--- src/rtl/mux_alternante_if.sv ---
// mux_alternante_if: two input lanes with ready backpressure plus the merged output stream.
// drop_cnt exists only when MUX_DROP_CNT_EN is defined.
interface mux_alternante_if #(parameter int BW = 4);
  logic          valid_0;
  logic [BW-1:0] data_in0;
  logic          valid_1;
  logic [BW-1:0] data_in1;
  logic          ready_0;
  logic          ready_1;
  logic          valid_out;
  logic [BW-1:0] data_out;
`ifdef MUX_DROP_CNT_EN
  logic [7:0]    drop_cnt;
`endif
  modport master (
`ifdef MUX_DROP_CNT_EN
    input  drop_cnt,
`endif
    output valid_0, data_in0, valid_1, data_in1,
    input  ready_0, ready_1, valid_out, data_out
  );
  modport slave (
`ifdef MUX_DROP_CNT_EN
    output drop_cnt,
`endif
    input  valid_0, data_in0, valid_1, data_in1,
    output ready_0, ready_1, valid_out, data_out
  );
endinterface

--- src/rtl/mux_alternante.sv ---
// mux_alternante: merges two FIFO-buffered lanes into one stream, popping lane 0 and lane 1 in strict alternation.
// Optional saturating drop counter enabled by defining MUX_DROP_CNT_EN.
module mux_alternante #(
  parameter int BW    = 4,
  parameter int DEPTH = 2
) (
  input  logic clk,
  input  logic reset_L,
  mux_alternante_if.slave bus
);
  localparam int PW = $clog2(DEPTH);
  localparam int CW = $clog2(DEPTH + 1);
  typedef enum logic {SEL0, SEL1} state_t;
  state_t        state, state_nxt;
  logic [BW-1:0] mem0 [DEPTH];
  logic [BW-1:0] mem1 [DEPTH];
  logic [PW-1:0] wr0, rd0, wr1, rd1;
  logic [CW-1:0] cnt0, cnt1;
  logic          push0, push1, pop0, pop1;
  logic          valid_q;
  logic [BW-1:0] data_q, data_nxt;
  assign bus.ready_0   = cnt0 != CW'(DEPTH);
  assign bus.ready_1   = cnt1 != CW'(DEPTH);
  assign push0         = bus.valid_0 & bus.ready_0;
  assign push1         = bus.valid_1 & bus.ready_1;
  assign bus.valid_out = valid_q;
  assign bus.data_out  = data_q;
  always_ff @(posedge clk or negedge reset_L)
    if (!reset_L) state <= SEL0;
    else          state <= state_nxt;
  // the arbiter waits on the selected lane even when the other lane holds data
  always_comb begin
    pop0      = state == SEL0 && cnt0 != '0;
    pop1      = state == SEL1 && cnt1 != '0;
    state_nxt = pop0 ? SEL1 : pop1 ? SEL0 : state;
    data_nxt  = pop0 ? mem0[rd0] : pop1 ? mem1[rd1] : '0;
  end
  always_ff @(posedge clk or negedge reset_L)
    if (!reset_L) begin
      valid_q <= 1'b0;
      data_q  <= '0;
      wr0     <= '0;
      rd0     <= '0;
      cnt0    <= '0;
      wr1     <= '0;
      rd1     <= '0;
      cnt1    <= '0;
    end else begin
      valid_q <= pop0 | pop1;
      data_q  <= data_nxt;
      wr0     <= wr0 + PW'(push0);
      rd0     <= rd0 + PW'(pop0);
      cnt0    <= cnt0 + CW'(push0) - CW'(pop0);
      wr1     <= wr1 + PW'(push1);
      rd1     <= rd1 + PW'(pop1);
      cnt1    <= cnt1 + CW'(push1) - CW'(pop1);
    end
  always_ff @(posedge clk) begin
    if (push0) mem0[wr0] <= bus.data_in0;
    if (push1) mem1[wr1] <= bus.data_in1;
  end
`ifdef MUX_DROP_CNT_EN
  logic [7:0] drop_q;
  logic [8:0] drop_sum;
  assign drop_sum     = {1'b0, drop_q} + 9'(bus.valid_0 & ~bus.ready_0) + 9'(bus.valid_1 & ~bus.ready_1);
  assign bus.drop_cnt = drop_q;
  always_ff @(posedge clk or negedge reset_L)
    if (!reset_L) drop_q <= '0;
    else          drop_q <= drop_sum[8] ? 8'hff : drop_sum[7:0];
`endif
endmodule

--- src/flat_wrapper.sv ---
// flat-port wrapper written by rule: the top's interface ports become plain ports
module mux_alternante_flat 
#(
  parameter int BW    = 4,
  parameter int DEPTH = 2
)
  (clk, reset_L, bus_valid_0, bus_data_in0, bus_valid_1, bus_data_in1, bus_ready_0, bus_ready_1, bus_valid_out, bus_data_out);
  mux_alternante_if #(.BW(BW)) bus_i ();
  input  logic clk;
  input  logic reset_L;
  input wire logic [$bits(bus_i.valid_0)-1:0] bus_valid_0;
  input wire logic [$bits(bus_i.data_in0)-1:0] bus_data_in0;
  input wire logic [$bits(bus_i.valid_1)-1:0] bus_valid_1;
  input wire logic [$bits(bus_i.data_in1)-1:0] bus_data_in1;
  output wire logic [$bits(bus_i.ready_0)-1:0] bus_ready_0;
  output wire logic [$bits(bus_i.ready_1)-1:0] bus_ready_1;
  output wire logic [$bits(bus_i.valid_out)-1:0] bus_valid_out;
  output wire logic [$bits(bus_i.data_out)-1:0] bus_data_out;
  assign bus_i.valid_0 = bus_valid_0;
  assign bus_i.data_in0 = bus_data_in0;
  assign bus_i.valid_1 = bus_valid_1;
  assign bus_i.data_in1 = bus_data_in1;
  assign bus_ready_0 = bus_i.ready_0;
  assign bus_ready_1 = bus_i.ready_1;
  assign bus_valid_out = bus_i.valid_out;
  assign bus_data_out = bus_i.data_out;
  mux_alternante #(.BW(BW), .DEPTH(DEPTH)) u_core (.clk(clk), .reset_L(reset_L), .bus(bus_i));
endmodule
--- config.mk ---
export PLATFORM = sky130hd
export DESIGN_NAME = mux_alternante_flat
export DESIGN_NICKNAME = d
export VERILOG_FILES = /design/src/rtl/mux_alternante_if.sv /design/src/rtl/mux_alternante.sv /design/src/flat_wrapper.sv
export SDC_FILE = /design/constraint.sdc
export NUM_CORES = 1
export LEC_CHECK = 0
export CAP_MARGIN = 40
export CORE_UTILIZATION = 50
export CTS_BUF_LIST = sky130_fd_sc_hd__clkbuf_8
export DETAILED_ROUTE_END_ITERATION = 10
export HOLD_SLACK_MARGIN = 0.15
export PLACE_DENSITY = 0.75
export SLEW_MARGIN = 20
export SYNTH_ARGS = -nofsm -noshare
export SYNTH_HDL_FRONTEND = slang
export SYNTH_SLANG_ARGS = --single-unit
--- constraint.sdc ---
create_clock -name clk -period 2.2 [get_ports clk]
set_input_delay 0.55 -clock clk [delete_from_list [all_inputs] [get_ports clk]]
set_output_delay 0.55 -clock clk [all_outputs]
set_load 0.01 [all_outputs]
Word level (Yosys, flattened, before mapping)
Memories as Yosys holds them, arrays and structs flattened. Cells that the tools add are included.

Bitwise logic cells: 4. $add $sub $neg: 8. Eq/ne operators: 2. Reductions and logical operators: 5. Multiplexer cells: 8.

Operator list (number): two-way mux 4 bit (2); two-way mux 1 bit (6); nonzero test 2 bit (3); adder 1 bit (4); adder 2 x 1 -> 2 bit (2); inequality test 2 bit (second input constant) (2); subtractor 2 x 1 -> 2 bit (2); bitwise AND 1 bit (2); logical AND 1 bit (2); inverter 1 bit (1); OR 1 bit (1).

Bits in registers: 14. Bits of input ports: 12. Memories: 2. Bits in writable memories: 16.

Memories: u_core.mem0 (words 2, width 4, rd ports 1, clocked after memory_dff 0, write ports 1, RTL line mux_alternante.sv:15) `logic [BW-1:0] mem0 [DEPTH];`; u_core.mem1 (words 2, width 4, rd ports 1, clocked after memory_dff 0, write ports 1, RTL line mux_alternante.sv:16) `logic [BW-1:0] mem1 [DEPTH];`.

Longest topological paths before layout
Depth in word-level cells: 4. Gate-level depth with buffers: 7. Gate-level depth less buffers: 7.

Worst setup path before layout
OpenSTA, ideal clock, no wires.

Path type: reg2reg. Start point: register u_core.cnt1[1]. End point: register u_core.cnt1[1]. Arrival time: 1.427 ns. Data required time: 2.075 ns. Period minus slack after synthesis: 1.552 ns. Cell stages (with the launch flop): 8. Buffers on the path: 0. Setup slack: 0.648 ns. Cells stage by stage: dfrtp_1 o21ai_4 inv_1 ha_1 inv_1 ha_1 xnor2_1 xnor2_1.

Word-level cells in the longest chain between the ends: 4. Elaborated cells between the ends (all ways): 6. Those cells by class: add/sub (2); eq/ne (1); bitwise (1); reduce/logical (2).

Ends and longest elaborated chain: start: declaration (RTL line mux_alternante.sv:18) `logic [CW-1:0] cnt0, cnt1;`; start signal: assignment (RTL line mux_alternante.sv:56) `cnt1 <= cnt1 + CW'(push1) - CW'(pop1);`; inequality test 2 bit (RTL line mux_alternante.sv:23) `assign bus.ready_1 = cnt1 != CW'(DEPTH);`; bitwise AND 1 bit (RTL line mux_alternante.sv:25) `assign push1 = bus.valid_1 & bus.ready_1;`; adder 2 x 1 -> 2 bit (RTL line mux_alternante.sv:56); subtractor 2 x 1 -> 2 bit * (RTL line mux_alternante.sv:56).

Mark *: on every way between the ends. The rest lies on a longest branch, timed or not. A chain may end at the register's enable or synchronous reset.

Worst setup path in the final report
Start point: register u_core.cnt0[0]. End point: output port bus_ready_0.

Word-level cells in the longest chain between the ends: 1.

Ends and longest elaborated chain: start: declaration (RTL line mux_alternante.sv:18); start signal: assignment (RTL line mux_alternante.sv:53) `cnt0 <= cnt0 + CW'(push0) - CW'(pop0);`; inequality test 2 bit (RTL line mux_alternante.sv:22) `assign bus.ready_0 = cnt0 != CW'(DEPTH);`; end: declaration (RTL line flat_wrapper.sv:15) `output wire logic [$bits(bus_i.ready_0)-1:0] bus_ready_0;`.

Every way passes these cells.

==> results_tabular.tex <==
\begin{tabular}{lr}
\hline
Metric & Value \\
\hline
\multicolumn{2}{l}{\textbf{Outcome}} \\
Status & complete, no violations \\
\multicolumn{2}{l}{\textbf{Clocking}} \\
Clock slew at the register clock pins of the worst setup and hold paths & 0.06 ns \\
Insertion delay of the later-clocked pin in the worst-skew pair & 0.27 ns \\
Clock buffers created by TritonCTS & 5 \\
Clock Tree Buf Depth & 2 \\
Number of H-tree levels & 2 \\
TritonCTS clock tree & yes \\
Post\_cts resized & 0 \\
CTS Hold Buffers Added & 0 \\
Root cell of the clock tree & sky130\_fd\_sc\_hd\_\_clkbuf\_8 \\
Clk sink count & 30 \\
Count of buffers added by post-CTS timing repair for setup & 0 \\
\multicolumn{2}{l}{\textbf{Hold path}} \\
End point of the worst hold path & u\_core.bus.data\_out[2] \\
Type of the tightest min-delay check & reg2reg \\
Worst Hold Launch & u\_core.mem1[1][2] \\
Number of cells on the worst hold path & 2 \\
\multicolumn{2}{l}{\textbf{Critical path}} \\
Critical-path maximum fanout & 4 \\
Crit end category & output pin \\
Critical path start-end classification & reg2out \\
Setup slack of the most critical reg-to-reg path & 0.51 ns \\
Category of the worst setup path launch point & flip-flop \\
Worst flop-to-flop path startpoint & u\_core.cnt0[0] \\
Worst endpoint data arrival time & 1.38 ns \\
Required time of the critical path & 1.65 ns \\
FF-to-FF End & u\_core.cnt0[1] \\
Number of cells traversed by the worst register-to-register path & 7 \\
\multicolumn{2}{l}{\textbf{STA}} \\
Max-slew headroom & 56.7\% \\
Slew at the pin closest to its max-slew limit & 0.648 ns \\
Count of final setup violators & 0 \\
Final period demand of the worst path & 1.93 ns \\
Clock Skews & 0.00404 ns \\
Worst hold slack & 0.544 ns \\
Portion of the clock cycle consumed by the worst path in the final layout & 87.7\% \\
Worst setup margin & 0.270 ns \\
Endpoints failing hold & 0 \\
TNS Setup & 0 ns \\
RSZ-0062 raised after global routing & false \\
Peak clock frequency supported by timing & 518 MHz \\
Fin. max-slew vios & 0 \\
\multicolumn{2}{l}{\textbf{Route}} \\
Vias per inst & 5.01 \\
Detailed-route wire length per cell & 14.3 µm \\
Iter 0 DRT Violations & 11 \\
Detailed-route via count & 641 \\
Number of iterations in the first detailed-routing pass & 2 \\
DRC violations left & 0 \\
Post-Route WL & 1830 µm \\
Final antenna-violating net count & 0 \\
\multicolumn{2}{l}{\textbf{Placement}} \\
Pre-CTS setup slack & 0.459 ns \\
Number of buffer cells added on primary ports & 18 \\
Routability congestion estimate & 0.681 \\
Detailed-placement wirelength estimate & 1330 µm \\
\multicolumn{2}{l}{\textbf{Logic synthesis}} \\
Post-synthesis cell type count & 15 \\
Cell types occupying the most area after synthesis & sky130\_fd\_sc\_hd\_\_edfxtp\_1, sky130\_fd\_sc\_hd\_\_dfrtp\_1, sky130\_fd\_sc\_hd\_\_ha\_1 \\
Synthesized Nets & 96 \\
Library cell with the largest summed area after synthesis & sky130\_fd\_sc\_hd\_\_edfxtp\_1 \\
Average footprint of a synthesized cell & 16.0 µm² \\
Synth warnings & 0 \\
Sequential cell area fraction in the yosys report & 68.5\% \\
Fraction of synthesized cell area taken by the top area cell type & 39.6\% \\
Cell count after synthesis & 76 \\
Synthesized area & 1210 µm² \\
Synth Register Bits & 30 \\
\multicolumn{2}{l}{\textbf{Global routing}} \\
Total routing resource utilization after global routing & 17.2\% \\
First-pass GRT wire length & 3010 µm \\
Number of global-route vias before repair & 682 \\
Antenna violations before repair & 0 \\
Global route total overflow & 0 \\
Maximum number of pins on one net before global-route repair & 15 \\
\multicolumn{2}{l}{\textbf{Die}} \\
Floorplan die area & 2630 µm² \\
Die span in x & 51.2 µm \\
Core Region & 2250 µm² \\
Number of placement rows & 17 \\
Total I/O pin count & 19 \\
Initial Util & 53.8\% \\
Die height & 51.2 µm \\
\multicolumn{2}{l}{\textbf{Finish}} \\
Synthesis-to-layout area growth & 23.3\% \\
Share of final-layout standard cells stronger than drive strength 1 & 8.00\% \\
Layout net count & 119 \\
Count of antenna diodes in the layout & 0 \\
\multicolumn{2}{l}{\textbf{Power and ir drop}} \\
Pwr per Cell Area & 1430 nW/µm² \\
VDD IR max & 0.927 mV \\
Leakage power summed over all cells & 0.000634 µW \\
\multicolumn{2}{l}{\textbf{Run}} \\
Number of max-cap violations & 0 \\
\hline
\end{tabular}
-- power by group --
group / switching, µW / internal, µW / total, µW
combinational: 344 / 423 / 767
clock: 189 / 210 / 399
sequential: 152 / 817 / 969
-- Yosys cell counts --
| cell type | number |
|---|---|
| sky130_fd_sc_hd__edfxtp_1 | 16 |
| sky130_fd_sc_hd__o22ai_1 | 4 |
| sky130_fd_sc_hd__xnor2_1 | 6 |
| sky130_fd_sc_hd__nand2b_1 | 2 |
| sky130_fd_sc_hd__o21bai_4 | 1 |
| sky130_fd_sc_hd__o21ai_4 | 1 |
| sky130_fd_sc_hd__and2_1 | 2 |
| sky130_fd_sc_hd__inv_1 | 10 |
| sky130_fd_sc_hd__ha_1 | 8 |
| sky130_fd_sc_hd__mux2i_1 | 8 |
| sky130_fd_sc_hd__o31a_2 | 1 |
| sky130_fd_sc_hd__buf_4 | 1 |
| sky130_fd_sc_hd__buf_2 | 1 |
| sky130_fd_sc_hd__dfrtp_1 | 14 |
| sky130_fd_sc_hd__nand2_1 | 1 |
-- flip-flops by register name, indices dropped and copies added (netlist names) --
| signal | count |
|---|---|
| u_core.rd1 | 1 |
| u_core.wr1 | 1 |
| u_core.mem1 | 8 |
| u_core.state | 1 |
| u_core.cnt0 | 2 |
| u_core.wr0 | 1 |
| u_core.mem0 | 8 |
| u_core.rd0 | 1 |
| u_core.bus.data_out | 4 |
| u_core.bus.valid_out | 1 |
| u_core.cnt1 | 2 |
-- worst max-delay path, stage by stage, from the launching register on --
cell and delay (ns):
sky130_fd_sc_hd__dfrtp_1 0.43, sky130_fd_sc_hd__nand2b_1 0.15, sky130_fd_sc_hd__clkdlybuf4s50_1 0.54
-- cell families after synthesis --
logic type               share of synthesized area, %
multiplexers                                     6.61
XOR/XNOR                                         4.33
flip-flops                                       68.5
AND/OR/NAND/NOR                                  2.37
AO/OA/AOI/OAI                                    5.78
buffers and inverters                            4.13
adder cells (fa/ha/maj)                          8.26
-- metal layers --
layer | up-vias | GRT usage, % | wire (µm)
li1 | 306 | - | -
met1 | 315 | 17.9 | 751
met2 | 15 | 29.2 | 971
met3 | 5 | 8.04 | 71
met4 | 0 | 8.11 | 31
met5 | - | 0 | 0
-- stage by stage --
stage	util, %	total power (µW)	cells	area, µm²
floorplan	-	1500	76	1210
global placement	62.8	1720	120	1420
detailed placement	62.8	1760	120	1420
CTS	66.3	2170	128	1500
global route	66.3	2290	128	1500
finish	66.3	2140	128	1500
-- final cells by class --
cell class	count	area (µm²)
Multi-Input combinational cell	34	332
Tap cell	28	35.0
Inverter	10	37.5
Sequential cell	30	831
Clock inverter	3	11.3
Clock buffer	5	68.8
Timing Repair Buffer	18	180
Fill cell	183	759
-- worst max path at each step --
stage | cells after the start | slack (ns) | endpoint | startpoint
floorplan | 7 | 0.65 | u_core.cnt1[1] | u_core.cnt1[1]
global placement | 3 | 0.47 | u_core.mem0[1][0] | bus_valid_0
detailed placement | 3 | 0.46 | u_core.mem1[0][1] | bus_valid_1
CTS | 2 | 0.25 | bus_ready_0 | u_core.cnt0[0]
global route | 2 | 0.21 | bus_ready_0 | u_core.cnt0[0]
finish | 2 | 0.27 | bus_ready_0 | u_core.cnt0[0]
-- cells in the final DEF (no fill, tap or decap) --
cell / n
sky130_fd_sc_hd__inv_1: 10
sky130_fd_sc_hd__clkinv_1: 3
sky130_fd_sc_hd__dfrtp_1: 14
sky130_fd_sc_hd__clkbuf_8: 5
sky130_fd_sc_hd__nand2b_1: 2
sky130_fd_sc_hd__edfxtp_1: 16
sky130_fd_sc_hd__o22ai_1: 4
sky130_fd_sc_hd__and2_1: 2
sky130_fd_sc_hd__o31a_2: 1
sky130_fd_sc_hd__o21ai_4: 1
sky130_fd_sc_hd__ha_1: 8
sky130_fd_sc_hd__xnor2_1: 6
sky130_fd_sc_hd__nand2_1: 1
sky130_fd_sc_hd__mux2i_1: 8
sky130_fd_sc_hd__clkdlybuf4s50_1: 18
sky130_fd_sc_hd__o21bai_4: 1
Power figures use the tool's default switching activity.
